### config.mk
export PLATFORM = sky130hd
export DESIGN_NAME = data_memory_access_unit
export DESIGN_NICKNAME = d
export VERILOG_FILES = /design/src/rtl/data_memory_access_unit.sv
export SDC_FILE = /design/constraint.sdc
export NUM_CORES = 1
export LEC_CHECK = 0
export ABC_CLOCK_PERIOD_IN_PS = 2200
export BUFFER_PORTS_ARGS = -buffer_cell sky130_fd_sc_hd__buf_2
export CAP_MARGIN = 20
export CORE_MARGIN = 2
export CORE_UTILIZATION = 47
export DETAILED_ROUTE_END_ITERATION = 10
export PLACE_DENSITY = 0.85
export SYNTH_ARGS = -nofsm -noshare
export SYNTH_HDL_FRONTEND = slang
export SYNTH_SLANG_ARGS = --single-unit
### constraint.sdc
create_clock -name clk -period 2.2 [get_ports clk]
set_input_delay 0.22 -clock clk [delete_from_list [all_inputs] [get_ports clk]]
set_output_delay 0.22 -clock clk [all_outputs]
set_load 0.02 [all_outputs]
### src/rtl/data_memory_access_unit.sv
// MEM-stage data-memory controller: req/ack handshake, byte-lane
// alignment, load extension and pipeline busywait generation.
module data_memory_access_unit #(
  parameter int unsigned TIMEOUT = 64,
  parameter int unsigned CNT_W   = 8
) (
  input  logic        clk,
  input  logic        reset,
  input  logic        mem_read,
  input  logic        mem_write,
  input  logic [2:0]  fun_3,
  input  logic [31:0] address,
  input  logic [31:0] write_data,
  output logic [31:0] read_data,
  output logic        busywait,
  output logic        misaligned,
  output logic        bus_error,
  output logic        mem_req_read,
  output logic        mem_req_write,
  output logic [31:0] mem_address,
  output logic [31:0] mem_writedata,
  output logic [3:0]  mem_byte_en,
  input  logic [31:0] mem_readdata,
  input  logic        mem_ack
);

  typedef enum logic [1:0] {
    IDLE,
    ACCESS,
    DONE
  } state_e;

  localparam logic [CNT_W-1:0] CNT_LAST =
    CNT_W'(TIMEOUT == 0 ? 0 : TIMEOUT - 1);

  state_e state_q, state_d;

  logic [1:0]       addr_q, addr_d;
  logic [2:0]       fun3_q, fun3_d;
  logic             wr_q, wr_d;
  logic [31:0]      rdata_q, rdata_d;
  logic             mis_q, mis_d;
  logic             berr_q, berr_d;
  logic             req_rd_q, req_rd_d;
  logic             req_wr_q, req_wr_d;
  logic [31:0]      maddr_q, maddr_d;
  logic [31:0]      wdata_q, wdata_d;
  logic [3:0]       be_q, be_d;
  logic [CNT_W-1:0] cnt_q, cnt_d;

  logic        req;
  logic        legal;
  logic [31:0] st_data;
  logic [3:0]  st_be;
  logic [7:0]  ld_b;
  logic [15:0] ld_h;
  logic [31:0] ld_ext;
  logic        tmo;

  assign req = mem_read | mem_write;

  // Legality of the incoming request (alignment and funct3 encoding)
  always_comb begin
    legal = 1'b0;
    case (fun_3)
      3'b000:  legal = 1'b1;
      3'b001:  legal = ~address[0];
      3'b010:  legal = (address[1:0] == 2'b00);
      3'b100:  legal = ~mem_write;
      3'b101:  legal = ~mem_write & ~address[0];
      default: legal = 1'b0;
    endcase
  end

  // Store lane replication and byte enables from the incoming request
  always_comb begin
    st_data = write_data;
    st_be   = 4'b1111;
    case (fun_3[1:0])
      2'b00: begin
        st_data = {4{write_data[7:0]}};
        st_be   = 4'b0001 << address[1:0];
      end
      2'b01: begin
        st_data = {2{write_data[15:0]}};
        st_be   = 4'b0011 << {address[1], 1'b0};
      end
      default: begin
        st_data = write_data;
        st_be   = 4'b1111;
      end
    endcase
  end

  // Load lane extraction and sign/zero extension of the memory word
  always_comb begin
    ld_b   = mem_readdata[{addr_q, 3'b000} +: 8];
    ld_h   = mem_readdata[{addr_q[1], 4'b0000} +: 16];
    ld_ext = mem_readdata;
    case (fun3_q)
      3'b000:  ld_ext = {{24{ld_b[7]}}, ld_b};
      3'b001:  ld_ext = {{16{ld_h[15]}}, ld_h};
      3'b100:  ld_ext = {24'b0, ld_b};
      3'b101:  ld_ext = {16'b0, ld_h};
      default: ld_ext = mem_readdata;
    endcase
  end

  assign tmo = (TIMEOUT != 0) && (cnt_q == CNT_LAST);

  // Next-state and registered-output logic
  always_comb begin
    state_d  = state_q;
    addr_d   = addr_q;
    fun3_d   = fun3_q;
    wr_d     = wr_q;
    rdata_d  = rdata_q;
    mis_d    = mis_q;
    berr_d   = berr_q;
    req_rd_d = req_rd_q;
    req_wr_d = req_wr_q;
    maddr_d  = maddr_q;
    wdata_d  = wdata_q;
    be_d     = be_q;
    cnt_d    = cnt_q;
    case (state_q)
      IDLE: begin
        if (req) begin
          addr_d  = address[1:0];
          fun3_d  = fun_3;
          wr_d    = mem_write;
          rdata_d = '0;
          mis_d   = 1'b0;
          berr_d  = 1'b0;
          cnt_d   = '0;
          if (!legal) begin
            mis_d   = 1'b1;
            state_d = DONE;
          end else begin
            req_rd_d = ~mem_write;
            req_wr_d = mem_write;
            maddr_d  = {address[31:2], 2'b00};
            wdata_d  = st_data;
            be_d     = mem_write ? st_be : 4'b0000;
            state_d  = ACCESS;
          end
        end
      end
      ACCESS: begin
        cnt_d = cnt_q + CNT_W'(1);
        if (mem_ack) begin
          req_rd_d = 1'b0;
          req_wr_d = 1'b0;
          rdata_d  = wr_q ? 32'b0 : ld_ext;
          state_d  = DONE;
        end else if (tmo) begin
          req_rd_d = 1'b0;
          req_wr_d = 1'b0;
          berr_d   = 1'b1;
          rdata_d  = '0;
          state_d  = DONE;
        end
      end
      DONE: begin
        state_d = IDLE;
      end
      default: begin
        state_d = IDLE;
      end
    endcase
  end

  // State and output registers with synchronous reset
  always_ff @(posedge clk) begin
    if (reset) begin
      state_q  <= IDLE;
      addr_q   <= '0;
      fun3_q   <= '0;
      wr_q     <= 1'b0;
      rdata_q  <= '0;
      mis_q    <= 1'b0;
      berr_q   <= 1'b0;
      req_rd_q <= 1'b0;
      req_wr_q <= 1'b0;
      maddr_q  <= '0;
      wdata_q  <= '0;
      be_q     <= '0;
      cnt_q    <= '0;
    end else begin
      state_q  <= state_d;
      addr_q   <= addr_d;
      fun3_q   <= fun3_d;
      wr_q     <= wr_d;
      rdata_q  <= rdata_d;
      mis_q    <= mis_d;
      berr_q   <= berr_d;
      req_rd_q <= req_rd_d;
      req_wr_q <= req_wr_d;
      maddr_q  <= maddr_d;
      wdata_q  <= wdata_d;
      be_q     <= be_d;
      cnt_q    <= cnt_d;
    end
  end

  assign busywait = ~reset &
                    ((state_q == ACCESS) ||
                     ((state_q == IDLE) && req));

  assign read_data     = rdata_q;
  assign misaligned    = mis_q;
  assign bus_error     = berr_q;
  assign mem_req_read  = req_rd_q;
  assign mem_req_write = req_wr_q;
  assign mem_address   = maddr_q;
  assign mem_writedata = wdata_q;
  assign mem_byte_en   = be_q;

endmodule

==> results.sh <==
export IMPL_top_layer_used="met4"
export IMPL_timing_final_crit_share_pct=93.1
export IMPL_nNetsFinal=945
export IMPL_finalSetupViolCount=0
export IMPL_r2r_slack_ns=0.15
export IMPL_area_growth_pct=45.4
export IMPL_seqPwrFrac_pct=38.5
export IMPL_yosysMostFrequentCell="nand2_1"
export IMPL_syn_inst=592
export IMPL_grtUsageTotal_pct=27.4
export IMPL_core_area_um2=10400
export IMPL_switchingPower_uw=1610
export IMPL_fin_area_um2=7320
export IMPL_clockPowerShare_pct=44.6
export IMPL_diodes=0
export IMPL_synth_area_leaders="dfxtp_1 47%, nand2_1 9.8%, a21oi_1 7.0%"
export IMPL_p_comb_share_pct=16.9
export IMPL_port_buffers=206
export IMPL_cts_resized=0
export IMPL_slew_violations=0
export IMPL_outcome="completed"
export IMPL_routed_via_density=5.60
export IMPL_gp_congestion=0.926
export IMPL_fin_crit_ns=2.05
export IMPL_synthFlopType="dfxtp_1"
export IMPL_grt_pass1_wl_mm=25.2
export IMPL_r2r_end="read_data[4]"
export IMPL_rsz0062_at_grt="no"
export IMPL_slew_headroom_pct=40.7
export IMPL_max_cap_violations=0
export IMPL_drive_above_1_share_pct=32.7
export IMPL_clock_skew_ns=0.00694
export IMPL_start_util_pct=48.6
export IMPL_internal_power_uw=4430
export IMPL_min_to="mem_writedata[9]"
export IMPL_avgSynthCellArea_um2=8.50
export IMPL_cts_buffer_depth=2
export IMPL_cts_buffers=17
export IMPL_setup_tns_ns=0
export IMPL_start_kind="flop"
export IMPL_min_path_type="in -> reg"
export IMPL_max_stage_delay_ns=0.59
export IMPL_root_buffer="clkbuf_8"
export IMPL_worstPathArrival_ns=2.50
export IMPL_cp_num_buf_inv=1
export IMPL_dp_hpwl_mm=10.5
export IMPL_cpLargestDelayFamily="compound AO/OA/AOI/OAI gates"
export IMPL_r2r_start="cnt_q[0]"
export IMPL_crit_cells=6
export IMPL_via_count=5530
export IMPL_fin_ws_ns=0.153
export IMPL_ant_nets=0
export IMPL_drt_pass1_iterations=7
export IMPL_sw_frac_of_total_pct=26.7
export IMPL_syn_cell_area_um2=5030
export IMPL_die_height_um=108
export IMPL_dp_slack_ns=0.0942
export IMPL_fillers=740
export IMPL_dieArea_um2=11600
export IMPL_synth_top_area_share_pct=46.9
export IMPL_worst_slew_pin_slew_ns=0.889
export IMPL_critPathMaxFanout=17
export IMPL_yosysTopAreaCell="dfxtp_1"
export IMPL_drc=0
export IMPL_io_pins=209
export IMPL_seqCellArea_um2=2360
export IMPL_crit_slowest_cell="a21oi_2"
export IMPL_yosys_top_cells_count="132 x nand2_1, 118 x dfxtp_1, 70 x a21oi_1, 36 x clkbuf_1, 33 x nor2_1"
export IMPL_drt_wl_total_mm=16.1
export IMPL_synth_seq_area_share_pct=46.9
export IMPL_clk_pin_slew_ns=0.06
export IMPL_worstHoldStart="write_data[9]"
export IMPL_cts_tree="yes"
export IMPL_fmax_ghz=0.488
export IMPL_cts_sinks=118
export IMPL_die_width_um=108
export IMPL_ys_async_sr_fraction_pct=0
export IMPL_grt_pass1_vias=5219
export IMPL_rows=37
export IMPL_p_leak_uw=0.00326
export IMPL_holdPathStages=3
export IMPL_power_density_nw_per_um2=825
export IMPL_m1WireLength_mm=6.31
export IMPL_wl_met2_mm=8.04
export IMPL_reg2regPathDepth=6
export IMPL_grt_antenna_before_repair=0
export IMPL_ys_ff_latch=118
export IMPL_grt_max_degree=86
export IMPL_wire_per_inst_um=16.3
export IMPL_final_hold_violation_count=0
export IMPL_synth_cell_types=47
export IMPL_route_met3_wl_mm=1.18
export IMPL_drt_iter0_drc=358
export IMPL_insertion_delay_ns=0.51
export IMPL_synth_enable_flop_cells=0
export IMPL_crit_type="reg -> reg"
export IMPL_irDropWorstVdd_mv=0.491
export IMPL_crit_chain="ha_1, nand2_1, o311ai_2, a21oi_2, buf_4, a22o_1"
export IMPL_ys_warn_count=0
export IMPL_placed_cell_area_um2=6180
export IMPL_setup_worst_path_end_class="flop"
export IMPL_cp_required_ns=2.65
export IMPL_multi_input_area_um2=2450
export IMPL_h_tree_depth=4
export IMPL_hold_slack_ns=0.0196
export IMPL_overflow=0
[kinds of logic after synthesis]
logic type | Yosys count | share of synthesized area [%]
AND/OR/NAND/NOR | 193 | 16.3
AO/OA/AOI/OAI | 193 | 25.4
flip-flops | 118 | 46.9
multiplexers | 30 | 6.46
buffers and inverters | 56 | 4.60
other | 1 | 0.0745
adder cells (fa/ha/maj) | 1 | 0.248
[worst min-delay path, cell delays in order]
cell and delay [ns]:
buf_2 0.11, o21ai_0 0.07, a311oi_1 0.08
[repair_timing]
action | CTS | global route
buffers inserted | 0 | 0
hold endpoints to repair | 57 | 0
hold buffers | 56 | 0
[metrics by stage]
stage,util (%),instances,power (uW)
CTS,70.5,986,6040
global route,70.6,987,6260
floorplan,-,593,2940
finish,70.6,987,6040
detailed placement,59.6,900,3280
global placement,59.6,900,3250
[worst max path at each step]
| stage | start | endpoint | slack [ns] |
|---|---|---|---|
| 2_1_floorplan | fun_3[0] | mem_byte_en[3] | 0.33 |
| 3_3_place_gp | fun_3[0] | mem_writedata[10] | 0.26 |
| 3_5_place_dp | addr_q[1] | read_data[29] | 0.09 |
| 4_1_cts | addr_q[1] | read_data[29] | 0.08 |
| 5_1_grt | cnt_q[0] | read_data[4] | 0.02 |
| 6_report | cnt_q[0] | read_data[4] | 0.15 |
[power groups by stage]
stage	sequential [uW]	combinational (uW)	clock (uW)
2_1_floorplan	2470	467	0
3_3_place_gp	2360	893	0
3_5_place_dp	2360	916	0
4_1_cts	2320	1000	2710
5_1_grt	2330	1110	2820
6_report	2320	1020	2690
[state kept, by name (all words and copies together), names as in the netlist, 2 cells and up]
name,count
mem_writedata,32
read_data,32
mem_address,30
cnt_q,8
mem_byte_en,4
fun3_q,3
addr_q,2
state_q,2
[final cells by class]
type / instances / area share, %
Sequential cell: 118 / 32.3
Timing Repair Buffer: 279 / 23.8
Clock inverter: 10 / 1.78
Inverter: 5 / 0.256
Multi-Input combinational cell: 419 / 33.5
Tap cell: 136 / 2.32
Clock buffer: 20 / 6.08
[cell usage in the layout (no fill, tap or decap), types with 4 or more instances in the layout]
cell type / netlist / layout
a22o_1: 7 / 7
a21boi_0: 9 / 9
o21ai_0: 30 / 30
o22ai_1: 15 / 15
a221o_1: 17 / 17
a211oi_1: 10 / 10
nor3_1: 6 / 6
dfxtp_1: 118 / 118
inv_1: 5 / 5
mux2i_1: 19 / 19
clkbuf_16: 0 / 16
buf_2: 11 / 206
o2bb2ai_1: 9 / 9
or2_2: 4 / 4
buf_4: 2 / 15
a21oi_1: 70 / 69
nor2_1: 33 / 33
a311oi_1: 11 / 11
nand3_1: 5 / 5
dlygate4sd3_1: 0 / 56
mux2_2: 10 / 10
nand2_1: 132 / 132
clkinv_2: 0 / 5
[metal layers]
metal  global-route usage (%)  up-vias
met3                     6.48       59
met1                     31.8     2581
met4                     14.3        0
met2                     46.6      281
met5                        0        -
li1                         -     2609
(Power assumes the default switching activity.)
